[config.mk]
export PLATFORM = sky130hd
export DESIGN_NAME = axi_addr_remap_reg
export DESIGN_NICKNAME = d
export VERILOG_FILES = /design/src/rtl/axi_addr_remap_pkg.sv /design/src/rtl/axi_addr_remap_chan.sv /design/src/rtl/axi_addr_remap_reg.sv
export SDC_FILE = /design/constraint.sdc
export NUM_CORES = 1
export LEC_CHECK = 0
export BUFFER_PORTS_ARGS = -buffer_cell sky130_fd_sc_hd__buf_2
export CAP_MARGIN = 20
export CORE_AREA = 2 2 542 544
export DETAILED_ROUTE_END_ITERATION = 8
export DIE_AREA = 0 0 544 546
export SLEW_MARGIN = 20
export SYNTH_ARGS = -nofsm -noshare
export SYNTH_HDL_FRONTEND = slang
export SYNTH_HIERARCHICAL = 1
export SYNTH_SLANG_ARGS = --single-unit
[constraint.sdc]
create_clock -name clk_i -period 2.1 [get_ports clk_i]
set_input_delay 0.105 -clock clk_i [delete_from_list [all_inputs] [get_ports clk_i]]
set_output_delay 0.105 -clock clk_i [all_outputs]
set_load 0.1 [all_outputs]
[src/rtl/axi_addr_remap_pkg.sv]
// Shared types and helpers for the registered AXI4 address-remap stage.
// Holds the rule template, AXI channel/request/response structs, the
// statistics counter width and the match/translate function find_rule().
// Optional build macro used by the users of this package: AXI_ADDR_REMAP_STATS_EN.
package axi_addr_remap_pkg;

    localparam int unsigned SLV_AW    = 64;
    localparam int unsigned MST_AW    = 48;
    localparam int unsigned ID_W      = 4;
    localparam int unsigned DATA_W    = 64;
    localparam int unsigned USER_W    = 1;
    localparam int unsigned CNT_W     = 32;
    // Upper bound on table size; find_rule scans a padded table of this depth.
    localparam int unsigned MAX_RULES = 16;
    localparam int unsigned IDX_W     = $clog2(MAX_RULES);

    typedef struct packed {
        logic [SLV_AW-1:0] base;
        logic [SLV_AW-1:0] mask;
        logic [MST_AW-1:0] target;
    } rule_t;

    typedef struct packed {
        logic             hit;
        logic [IDX_W-1:0] idx;
        logic [MST_AW-1:0] mapped;
    } match_t;

    typedef struct packed {
        logic [ID_W-1:0]   id;
        logic [SLV_AW-1:0] addr;
        logic [7:0]        len;
        logic [2:0]        size;
        logic [1:0]        burst;
        logic              lock;
        logic [3:0]        cache;
        logic [2:0]        prot;
        logic [3:0]        qos;
        logic [3:0]        region;
        logic [USER_W-1:0] user;
    } slv_aw_chan_t;

    typedef struct packed {
        logic [ID_W-1:0]   id;
        logic [MST_AW-1:0] addr;
        logic [7:0]        len;
        logic [2:0]        size;
        logic [1:0]        burst;
        logic              lock;
        logic [3:0]        cache;
        logic [2:0]        prot;
        logic [3:0]        qos;
        logic [3:0]        region;
        logic [USER_W-1:0] user;
    } mst_aw_chan_t;

    typedef struct packed {
        logic [ID_W-1:0]   id;
        logic [SLV_AW-1:0] addr;
        logic [7:0]        len;
        logic [2:0]        size;
        logic [1:0]        burst;
        logic              lock;
        logic [3:0]        cache;
        logic [2:0]        prot;
        logic [3:0]        qos;
        logic [3:0]        region;
        logic [USER_W-1:0] user;
    } slv_ar_chan_t;

    typedef struct packed {
        logic [ID_W-1:0]   id;
        logic [MST_AW-1:0] addr;
        logic [7:0]        len;
        logic [2:0]        size;
        logic [1:0]        burst;
        logic              lock;
        logic [3:0]        cache;
        logic [2:0]        prot;
        logic [3:0]        qos;
        logic [3:0]        region;
        logic [USER_W-1:0] user;
    } mst_ar_chan_t;

    typedef struct packed {
        logic [DATA_W-1:0]   data;
        logic [DATA_W/8-1:0] strb;
        logic                last;
        logic [USER_W-1:0]   user;
    } w_chan_t;

    typedef struct packed {
        logic [ID_W-1:0]   id;
        logic [1:0]        resp;
        logic [USER_W-1:0] user;
    } b_chan_t;

    typedef struct packed {
        logic [ID_W-1:0]   id;
        logic [DATA_W-1:0] data;
        logic [1:0]        resp;
        logic              last;
        logic [USER_W-1:0] user;
    } r_chan_t;

    typedef struct packed {
        slv_aw_chan_t aw;
        logic         aw_valid;
        w_chan_t      w;
        logic         w_valid;
        logic         b_ready;
        slv_ar_chan_t ar;
        logic         ar_valid;
        logic         r_ready;
    } slv_req_t;

    typedef struct packed {
        mst_aw_chan_t aw;
        logic         aw_valid;
        w_chan_t      w;
        logic         w_valid;
        logic         b_ready;
        mst_ar_chan_t ar;
        logic         ar_valid;
        logic         r_ready;
    } mst_req_t;

    typedef struct packed {
        logic    aw_ready;
        logic    ar_ready;
        logic    w_ready;
        b_chan_t b;
        logic    b_valid;
        r_chan_t r;
        logic    r_valid;
    } axi_resp_t;

    // Truncate or zero-extend a slave address onto the master width.
    function automatic logic [MST_AW-1:0] fit_addr(input logic [SLV_AW-1:0] addr);
        return MST_AW'(addr);
    endfunction

    // Lowest-index matching rule wins; entries at or above num are ignored.
    function automatic match_t find_rule(input logic [SLV_AW-1:0]     addr,
                                         input rule_t [MAX_RULES-1:0] rules,
                                         input int                    num);
        match_t res;
        res        = '0;
        res.mapped = fit_addr(addr);
        // Scan downwards so the last assignment comes from the lowest index.
        for (int i = int'(MAX_RULES) - 1; i >= 0; i--) begin
            if (i < num && (addr & rules[i].mask) == (rules[i].base & rules[i].mask)) begin
                res.hit    = 1'b1;
                res.idx    = IDX_W'(i);
                res.mapped = rules[i].target | fit_addr(addr & ~rules[i].mask);
            end
        end
        return res;
    endfunction

    // Increment that sticks at all-ones.
    function automatic logic [CNT_W-1:0] sat_inc(input logic [CNT_W-1:0] cnt);
        return (&cnt) ? cnt : cnt + 1'b1;
    endfunction

endpackage

[src/rtl/axi_addr_remap_chan.sv]
// One AW-or-AR channel of the remap stage: translate on accept, hold the
// translated beat in a one-entry full-throughput register.
// Optional build macro: AXI_ADDR_REMAP_STATS_EN adds hit/miss counters.
module axi_addr_remap_chan
    import axi_addr_remap_pkg::*;
#(
    parameter int unsigned NumRules     = 4,
    parameter int unsigned SlvAddrWidth = SLV_AW,
    parameter int unsigned MstAddrWidth = MST_AW,
    parameter type         slv_chan_t   = slv_aw_chan_t,
    parameter type         mst_chan_t   = mst_aw_chan_t
) (
    input  logic                  clk_i,
    input  logic                  rst_i,
    input  rule_t [NumRules-1:0]  rules_i,
    input  slv_chan_t             slv_chan_i,
    input  logic                  slv_valid_i,
    output logic                  slv_ready_o,
    output mst_chan_t             mst_chan_o,
    output logic                  mst_valid_o,
    input  logic                  mst_ready_i,
    output logic                  miss_o
`ifdef AXI_ADDR_REMAP_STATS_EN
    ,
    output logic [CNT_W-1:0]      hit_cnt_o,
    output logic [CNT_W-1:0]      miss_cnt_o
`endif
);

    rule_t [MAX_RULES-1:0]   rules_pad;
    logic [SlvAddrWidth-1:0] slv_addr;
    logic [MstAddrWidth-1:0] mapped;
    match_t                  match;
    logic                    hit;
    logic                    accept;
    logic                    full_q;
    mst_chan_t               chan_d;
    mst_chan_t               chan_q;

    // Widen the table to the fixed depth find_rule scans; spare entries stay zero.
    always_comb begin
        rules_pad = '0;
        for (int i = 0; i < int'(NumRules); i++) begin
            rules_pad[i] = rules_i[i];
        end
    end

    assign slv_addr = slv_chan_i.addr;
    assign match    = find_rule(SLV_AW'(slv_addr), rules_pad, int'(NumRules));
    assign mapped   = MstAddrWidth'(match.mapped);
    // Padding entries are never scanned, so a hit always lands inside the table.
    assign hit      = match.hit && (int'(match.idx) < int'(NumRules));

    // Slot is free when empty or when the held beat leaves this cycle.
    assign slv_ready_o = ~full_q | mst_ready_i;
    assign accept      = slv_valid_i & slv_ready_o;
    assign mst_valid_o = full_q;
    assign mst_chan_o  = chan_q;
    assign miss_o      = accept & ~hit & ~rst_i;

    // Build the master-side beat: every field copied, address replaced.
    always_comb begin
        chan_d        = '0;
        chan_d.id     = slv_chan_i.id;
        chan_d.addr   = mapped;
        chan_d.len    = slv_chan_i.len;
        chan_d.size   = slv_chan_i.size;
        chan_d.burst  = slv_chan_i.burst;
        chan_d.lock   = slv_chan_i.lock;
        chan_d.cache  = slv_chan_i.cache;
        chan_d.prot   = slv_chan_i.prot;
        chan_d.qos    = slv_chan_i.qos;
        chan_d.region = slv_chan_i.region;
        chan_d.user   = slv_chan_i.user;
    end

    // Holding register: load on accept (also when popping), drop on a bare pop.
    always_ff @(posedge clk_i) begin
        if (rst_i) begin
            full_q <= 1'b0;
            chan_q <= '0;
        end else if (accept) begin
            full_q <= 1'b1;
            chan_q <= chan_d;
        end else if (mst_ready_i) begin
            full_q <= 1'b0;
        end
    end

`ifdef AXI_ADDR_REMAP_STATS_EN
    logic [CNT_W-1:0] hit_cnt_q;
    logic [CNT_W-1:0] miss_cnt_q;

    // Saturating hit/miss counters, one step per accepted beat.
    always_ff @(posedge clk_i) begin
        if (rst_i) begin
            hit_cnt_q  <= '0;
            miss_cnt_q <= '0;
        end else if (accept) begin
            if (hit) hit_cnt_q  <= sat_inc(hit_cnt_q);
            else     miss_cnt_q <= sat_inc(miss_cnt_q);
        end
    end

    assign hit_cnt_o  = hit_cnt_q;
    assign miss_cnt_o = miss_cnt_q;
`endif

endmodule

[src/rtl/axi_addr_remap_reg.sv]
// Registered AXI4 address-translation stage. AW and AR each go through a
// remap channel (translate + one-entry register); W, B and R pass through.
// Optional build macro: AXI_ADDR_REMAP_STATS_EN adds per-channel hit/miss counters.
module axi_addr_remap_reg
    import axi_addr_remap_pkg::*;
#(
    parameter int unsigned NumRules     = 4,
    parameter int unsigned SlvAddrWidth = SLV_AW,
    parameter int unsigned MstAddrWidth = MST_AW
) (
    input  logic                 clk_i,
    input  logic                 rst_i,
    input  rule_t [NumRules-1:0] rules_i,
    input  slv_req_t             slv_req_i,
    output axi_resp_t            slv_resp_o,
    output mst_req_t             mst_req_o,
    input  axi_resp_t            mst_resp_i,
    output logic                 aw_miss_o,
    output logic                 ar_miss_o
`ifdef AXI_ADDR_REMAP_STATS_EN
    ,
    output logic [CNT_W-1:0]     aw_hit_cnt_o,
    output logic [CNT_W-1:0]     ar_hit_cnt_o,
    output logic [CNT_W-1:0]     aw_miss_cnt_o,
    output logic [CNT_W-1:0]     ar_miss_cnt_o
`endif
);

    mst_aw_chan_t aw_chan;
    mst_ar_chan_t ar_chan;
    logic         aw_valid;
    logic         ar_valid;
    logic         aw_ready;
    logic         ar_ready;

    axi_addr_remap_chan #(
        .NumRules     (NumRules),
        .SlvAddrWidth (SlvAddrWidth),
        .MstAddrWidth (MstAddrWidth),
        .slv_chan_t   (slv_aw_chan_t),
        .mst_chan_t   (mst_aw_chan_t)
    ) u_aw (
        .clk_i       (clk_i),
        .rst_i       (rst_i),
        .rules_i     (rules_i),
        .slv_chan_i  (slv_req_i.aw),
        .slv_valid_i (slv_req_i.aw_valid),
        .slv_ready_o (aw_ready),
        .mst_chan_o  (aw_chan),
        .mst_valid_o (aw_valid),
        .mst_ready_i (mst_resp_i.aw_ready),
        .miss_o      (aw_miss_o)
`ifdef AXI_ADDR_REMAP_STATS_EN
        ,
        .hit_cnt_o   (aw_hit_cnt_o),
        .miss_cnt_o  (aw_miss_cnt_o)
`endif
    );

    axi_addr_remap_chan #(
        .NumRules     (NumRules),
        .SlvAddrWidth (SlvAddrWidth),
        .MstAddrWidth (MstAddrWidth),
        .slv_chan_t   (slv_ar_chan_t),
        .mst_chan_t   (mst_ar_chan_t)
    ) u_ar (
        .clk_i       (clk_i),
        .rst_i       (rst_i),
        .rules_i     (rules_i),
        .slv_chan_i  (slv_req_i.ar),
        .slv_valid_i (slv_req_i.ar_valid),
        .slv_ready_o (ar_ready),
        .mst_chan_o  (ar_chan),
        .mst_valid_o (ar_valid),
        .mst_ready_i (mst_resp_i.ar_ready),
        .miss_o      (ar_miss_o)
`ifdef AXI_ADDR_REMAP_STATS_EN
        ,
        .hit_cnt_o   (ar_hit_cnt_o),
        .miss_cnt_o  (ar_miss_cnt_o)
`endif
    );

    // Master request: registered AW/AR, everything else straight through.
    always_comb begin
        mst_req_o          = '0;
        mst_req_o.aw       = aw_chan;
        mst_req_o.aw_valid = aw_valid;
        mst_req_o.ar       = ar_chan;
        mst_req_o.ar_valid = ar_valid;
        mst_req_o.w        = slv_req_i.w;
        mst_req_o.w_valid  = slv_req_i.w_valid;
        mst_req_o.b_ready  = slv_req_i.b_ready;
        mst_req_o.r_ready  = slv_req_i.r_ready;
    end

    // Slave response mirrors the master except for the locally owned address readies.
    always_comb begin
        slv_resp_o          = mst_resp_i;
        slv_resp_o.aw_ready = aw_ready;
        slv_resp_o.ar_ready = ar_ready;
    end

endmodule

==> results.ini, run 1 <==
[floorplanning]
start_util_pct = 6.96
die_area_sq_um = 297000
rows = 199
io_pins = 1394
die_h_um = 546
coreArea_sq_um = 292000
die_x_um = 544

[worst_setup_path]
arrival_ns = 2.44
path_class = input pin to primary output
critical_path.max_fanout = 6
crit_path_start_kind = input pin
required_ns = 2.00
critical_path.endpoint_type = primary output

[flow_run]
cap_violations = 0

[routing]
drt_pre_antenna_iters = 9
num_vias = 34700
drtIter0Drc = 3969
avgViaCountPerCell = 3.91
drt-total-wl_um = 408000
drc = 0
drtAntennaViolNets = 0
wl_per_cell_um = 46.1

[clock_network]
max-clock-path-buffers = 2
clock_sinks = 166
htree_levels = 4
clk_latency_ns = 0.59
cts_tree = yes
cts_buffers = 17
cts.clk_slew.worst_paths_ns = 0.09
cts_root_buf = clkbuf_16

[timing]
fin_skew_ns = 0.0219
max_freq_mhz = 393
timing.final.ws_setup_ns = -0.444
period_share_pct = 121
slew_headroom_pct = 44.8
tightest_slew_ns = 0.828
period_needed_ns = 2.54
grt_setup_unrepaired = true
final-max-slew-violation-count = 0
hold_viol_final = 0
setup_viol = 98

[pwr]
p_total_w = 0.0177
power_density_nw_per_um2 = 426
leakage_nw = 18.6
peakVddDrop_v = 0.000559

[synth]
yosysMostFrequentCell = xor2_1
avgSynthCellArea_sq_um = 7.09
synth_top_cell_area_share_pct = 19.2
yosysTopAreaCell = xor2_1
yosys_warnings = 6
yosys-top-cells-count = 446 x xor2_1, 290 x inv_1, 262 x a21oi_1, 236 x nand2_1, 208 x a22oi_1
netlist-cell-type-count = 34
synth_area_leaders = xor2_1 19%, dfxtp_1 16%, a22oi_1 7.7%, a21oi_1 6.4%, buf_4 6.2%
synth_edf_count = 0
syn_nets = 3934
syn-cell-area_sq_um = 20300
synthFlopType = dfxtp_1
ys_seq_area_share_pct = 16.3
synthCells = 2869
synthArstFlopShare_pct = 0
synth-seq-cells = 166

[global_route]
grt_usage_pct = 26.3
grt_pass1_vias = 31400
gr-total-overflow = 0
grt_max_degree = 50
grt_pass1_wl_um = 472000
antenna_found_initial = 679

[final_layout]
drive_gt1_share_pct = 44.0
area_growth_pct = 104
num-nets-final = 5719

[placement]
hpwlAfterDp_um = 364000
routabilityCongestion = 1.03
pre_cts_slack_ns = -1.74
io_buffers = 1075

[worst_hold_path]
hp-class = input pin to register

[run_status]
status = finished, violations left
violations = negative setup slack

## cell families after synthesis
logic type / after synthesis / share of synthesized area [%]
and+or+nand+nor: 528 / 10.9
buffers and inverters: 663 / 16.4
xor gates and xnor gates: 512 / 22.0
AOI/OAI and AO/OA: 1000 / 34.3
DFF: 166 / 16.3
## what timing repair did
action,CTS,global route
setup buffers,56,22
setup endpoints to repair,98,98
pin swaps,101,154
resized for setup,241,121
endpoints found under the hold margin,166,0
hold buffers,266,0
cloned,20,10
## routing by layer
layer  wire, um  part of all wire, %  global-route usage, %
met1     139000                   34                   26.7
met2     169000                   41                   39.1
met3      73100                   18                   20.4
met4      25000                  6.1                   12.5
met5       2820                 0.69                  0.292
## sequential cells by signal, summed over array words and instances, names as in the netlist
register and flops:
u_ar/mst_chan_o 82, u_ar/mst_valid_o 1, u_aw/mst_chan_o 82, u_aw/mst_valid_o 1
## per-stage QoR
step           instance area, sq um  instances  hold WS (ns)  TNS, ns  utilization, %
2_1_floorplan                 21100       2869         0.234   -0.391               -
3_3_place_gp                  34700       8202         0.211  -146.23            11.9
3_5_place_dp                  34700       8203         0.211  -145.35            11.9
4_1_cts                       40000       8560       0.00274   -15.05            13.7
5_1_grt                       41200       8739        0.0237   -24.85            14.1
6_report                      41500       8862        0.0364   -27.19            14.2
## power by group
| part | switching (W) | total, W | internal (W) | leakage [nW] |
|---|---|---|---|---|
| sequential | 0.000149 | 0.00352 | 0.00337 | 1.37 |
| combinational | 0.00669 | 0.0102 | 0.00353 | 16.9 |
| clock | 0.00225 | 0.00392 | 0.00167 | 0.309 |
| total | 0.00909 | 0.0177 | 0.00857 | 18.6 |
## critical path: stages
cell	delay, ns
buf_2	0.26
buf_4	0.23
xor2_1	0.33
a22oi_1	0.16
buf_4	0.18
nand4_1	0.10
nor4_2	0.06
buf_4	0.16
nand2_1	0.11
nand3_4	0.11
buf_12	0.15
nor3b_4	0.23
buf_12	0.21
## placed cells by master, fill, tap and decap left out, types with 7 or more instances in the layout
cell           Yosys  final
a21oi_1          262    262
a221oi_2           2      9
buf_4            169    662
buf_8              0     12
a22oi_1          208    186
buf_2            100   1028
nand3_1           20     11
xor2_1           446    427
o21ai_0           85     57
inv_1            290    290
a22oi_2            0     22
a211oi_2           0     27
nand2_1          236    234
xor2_2             0     16
a211o_1           96     96
o21a_1            96     96
buf_6             12     46
clkbuf_16          0     25
o21ai_2            0     10
buf_16             0     24
o22ai_2            0      9
a211oi_1          96     69
diode_2            0    276
xnor2_1           66     59
nand4_1           48     48
nor2_1           200    193
buf_12             0     85
o21ai_1           11     28
dfxtp_1          166    166
nand3_4            0      7
o22ai_1           28     19
nor4_4             0     10
o311a_1           96     96
dlygate4sd3_1      0    266
clkbuf_4           0      7
## cell type report
cell class	count	area [sq um]
Inverter	290	1090
Sequential cell	166	3320
Clock inverter	15	209
Timing Repair Buffer	2139	16100
Fill cell	33800	251000
Multi-Input combinational cell	2040	14700
Tap cell	3919	4900
Clock buffer	17	425
Antenna cell	276	691
## final timing paths
| kind | startpoint | endpoint | slack (ns) | cells past startpoint |
|---|---|---|---|---|
| setup / recovery | slv_req_i[66] | ar_miss_o | -0.44 | 13 |
| hold / removal | rules_i[547] | u_aw/mst_chan_o[49]$_SDFFE_PP0P_ | 0.04 | 4 |
| setup reg to reg | u_aw/mst_valid_o$_SDFFE_PP0P_ | u_aw/mst_chan_o[59]$_SDFFE_PP0P_ | 0.08 | 8 |
| hold reg to reg | u_aw/mst_chan_o[25]$_SDFFE_PP0P_ | u_aw/mst_chan_o[25]$_SDFFE_PP0P_ | 0.46 | 2 |
Note: power is estimated with default switching activity, not from simulation.
==> inputs of run 2 (changes only) <==
ABC_AREA = 1   (was not set)
CORE_AREA = 2 2 537 539   (was 2 2 542 544)
DIE_AREA = 0 0 539 541   (was 0 0 544 546)
==> run 2 against run 1 <==
Against the previous run: the flow still finishes with violations (negative setup slack); clock power is 11% higher; synthesized cell count is 65% higher; utilization is 1.6 points higher; combinational power is 12% lower; clock-buffer cell count is 12 higher; first-iteration DRC count is 2.4% higher; critical path type unchanged; largest cell class is now multi-input combinational cells; highest routed layer unchanged.
==> results.ini, run 2 <==
[run_status]
status = finished, violations left  ; unchanged
violations = negative setup slack  ; unchanged

[clock_network]
htree_levels = 4  ; unchanged
clock_sinks = 166  ; unchanged
cts_root_buf = clkbuf_16  ; unchanged
clk_latency_ns = 0.58  ; was 0.59 ns
cts_tree = yes  ; unchanged
cts.clk_slew.worst_paths_ns = 0.09  ; about the same
max-clock-path-buffers = 3  ; was 2
cts_buffers = 25  ; was 17

[final_layout]
drive_gt1_share_pct = 36.4  ; was 44.0%
final_util_pct = 15.8  ; was 14.2%
area_growth_pct = 91.0  ; was 104%
design_area_sq_um = 45200  ; was 41500 sq um
final_cell_mix = 1192 x nand2_1, 1000 x buf_2, 989 x nor2_1, 642 x buf_4, 516 x a21oi_1  ; was 1028 x buf_2, 662 x buf_4, 427 x xor2_1, 290 x inv_1, 266 x dlygate4sd3_1
layout_commonest_cell = nand2_1  ; was buf_2
num-nets-final = 7542  ; was 5719

[synth]
yosysMostFrequentCell = nand2_1  ; was xor2_1
yosys-top-cells-count = 1254 x nand2_1, 1099 x nor2_1, 613 x a21oi_1, 366 x inv_1, 288 x o21ai_0  ; was 446 x xor2_1, 290 x inv_1, 262 x a21oi_1, 236 x nand2_1, 208 x a22oi_1
yosys_warnings = 6  ; unchanged
synth_edf_count = 0  ; unchanged
syn-cell-area_sq_um = 23700  ; was 20300 sq um
synthFlopType = dfxtp_1  ; unchanged
synthArstFlopShare_pct = 0  ; unchanged
synth_top_cell_area_share_pct = 19.9  ; was 19.2%
yosysTopAreaCell = nand2_1  ; was xor2_1
synthCells = 4735  ; was 2869
ys_seq_area_share_pct = 14.0  ; was 16.3%
avgSynthCellArea_sq_um = 5.00  ; was 7.09 sq um
netlist-cell-type-count = 30  ; was 34
syn_nets = 5800  ; was 3934
synth-seq-cells = 166  ; unchanged
synth_area_leaders = nand2_1 20%, nor2_1 17%, dfxtp_1 14%, a21oi_1 13%, o21ai_0 6.1%  ; was xor2_1 19%, dfxtp_1 16%, a22oi_1 7.7%, a21oi_1 6.4%, buf_4 6.2%

[routing]
drt-total-wl_um = 329000  ; was 408000 um
wl_per_cell_um = 31.6  ; was 46.1 um
drtAntennaViolNets = 0  ; unchanged
drtIter0Drc = 4066  ; was 3969
avgViaCountPerCell = 3.98  ; was 3.91
drc = 0  ; unchanged
drt_pre_antenna_iters = 8  ; was 9
num_vias = 41500  ; was 34700

[timing]
setup_viol = 55  ; was 98
period_share_pct = 111  ; was 121%
setup-tns-final_ns = -3.90  ; was -27.19 ns
slew_headroom_pct = 48.7  ; was 44.8%
timing.final.ws_setup_ns = -0.221  ; was -0.444 ns
max_freq_mhz = 431  ; was 393 MHz
tightest_slew_ns = 0.775  ; was 0.828 ns
fin_skew_ns = 0.0228  ; was 0.0219 ns
grt_setup_unrepaired = true  ; unchanged
final-max-slew-violation-count = 0  ; unchanged
hold_viol_final = 0  ; unchanged
period_needed_ns = 2.32  ; was 2.54 ns

[placement]
placed_cell_area_sq_um = 38700  ; was 34700 sq um
hpwlAfterDp_um = 281000  ; was 364000 um
io_buffers = 1075  ; unchanged
pre_cts_slack_ns = -1.60  ; was -1.74 ns
routabilityCongestion = 0.995  ; was 1.03

[floorplanning]
die_x_um = 539  ; was 544 um
io_pins = 1394  ; unchanged
start_util_pct = 8.27  ; was 6.96%
rows = 197  ; was 199
die_area_sq_um = 292000  ; was 297000 sq um
die_h_um = 541  ; was 546 um
coreArea_sq_um = 286000  ; was 292000 sq um

[worst_setup_path]
r2r_slack_ns = 0.28  ; was 0.08 ns
arrival_ns = 2.22  ; was 2.44 ns
critical_path.endpoint_type = primary output  ; unchanged
cp-startpoint = slv_req_i[88]  ; was slv_req_i[66]
crit_path_start_kind = input pin  ; unchanged
required_ns = 2.00  ; about the same
critical_path.max_fanout = 4  ; was 6
path_class = input pin to primary output  ; unchanged
r2r_start = u_ar/mst_valid_o$_SDFFE_PP0P_  ; was u_aw/mst_valid_o$_SDFFE_PP0P_

[global_route]
grt_usage_pct = 21.0  ; was 26.3%
grt_pass1_vias = 36400  ; was 31400
antenna_found_initial = 358  ; was 679
grt_pass1_wl_um = 394000  ; was 472000 um
grt_max_degree = 62  ; was 50
gr-total-overflow = 0  ; unchanged

[pwr]
leakage_nw = 22.2  ; was 18.6 nW
p_total_w = 0.0168  ; was 0.0177 W
peakVddDrop_v = 0.000380  ; was 0.000559 V
power_density_nw_per_um2 = 372  ; was 426 nW/um^2

[worst_hold_path]
hp-class = input pin to register  ; unchanged
hp-start = rules_i[62]  ; was rules_i[547]

[flow_run]
cap_violations = 0  ; unchanged

-- run 2: cell types whose count changed after synthesis, sizes merged, moves of 208 or more --
cell / delta
xor2: -446
a21oi: +349
o21ai: +208
nand2: +1019
nor2: +909
nand3: +236
a22oi: -208
-- run 2: critical path, cell delays in order --
cell     delay (ns)
buf_6          0.11
buf_6          0.13
or2_4          0.24
nand3_2        0.06
nand4_1        0.24
nor2_1         0.21
nand2_2        0.15
nor2_4         0.35
nand2_8        0.10
buf_16         0.15
nand3_4        0.09
nor4_4         0.05
buf_6          0.19
-- run 2: final cells by class --
| type | count | area [sq um] |
|---|---|---|
| Fill cell | 33500 | 241000 |
| Multi-Input combinational cell | 3807 | 18400 |
| Timing Repair Buffer | 2098 | 16200 |
| Tap cell | 3781 | 4730 |
| Sequential cell | 166 | 3320 |
| Inverter | 379 | 1470 |
| Clock buffer | 29 | 671 |
| Antenna cell | 150 | 375 |
| Clock inverter | 2 | 13.8 |
-- run 2: worst paths after layout --
| path | end | cells past startpoint |
|---|---|---|
| max | ar_miss_o | 13 |
| min | u_aw/mst_chan_o[44]$_SDFFE_PP0P_ | 6 |
| max reg2reg | u_ar/mst_chan_o[78]$_SDFFE_PP0P_ | 7 |
| min reg2reg | u_ar/mst_chan_o[67]$_SDFFE_PP0P_ | 2 |
-- run 2: what timing repair did --
| action | 4_1_cts | 5_1_grt |
|---|---|---|
| endpoints found under the hold margin | 164 | 0 |
| resized for setup | 374 | 373 |
| setup endpoints to repair | 98 | 98 |
| pin swaps | 91 | 168 |
| cloned | 11 | 13 |
| hold buffers | 181 | 0 |
| buffers inserted | 70 | 34 |
-- run 2: logic make-up (layout without fill, tap and decap cells) --
family	Yosys count	after routing	synth area share, %
and+or+nand+nor	2746	2746	46.3
AOI/OAI and AO/OA	1061	1061	23.9
buffers and inverters	762	2508	15.7
DFF	166	166	14.0
other	0	150	0
-- run 2: routing by layer --
layer	track usage [%]	up-vias	routed length, um
met4	10.0	226	21600
met5	0.0329	-	1590
met3	12.4	1043	49200
met1	22.4	18400	117000
li1	-	18800	-
met2	32.9	3040	139000
-- run 2: metrics by stage --
stage / hold WS, ns / instances
floorplan: 0.250 / 4735
global placement: 0.211 / 9958
detailed placement: 0.211 / 9958
CTS: 0.000171 / 10200
global route: 0.0315 / 10300
finish: 0.0582 / 10400
-- run 2: power by group --
part           internal, W  leakage [nW]  total (W)  switching, W
Sequential         0.00334          1.37    0.00345      0.000118
Clock              0.00225         0.340    0.00434       0.00209
Combinational      0.00323          20.5    0.00902       0.00579
Total              0.00882          22.2     0.0168       0.00799
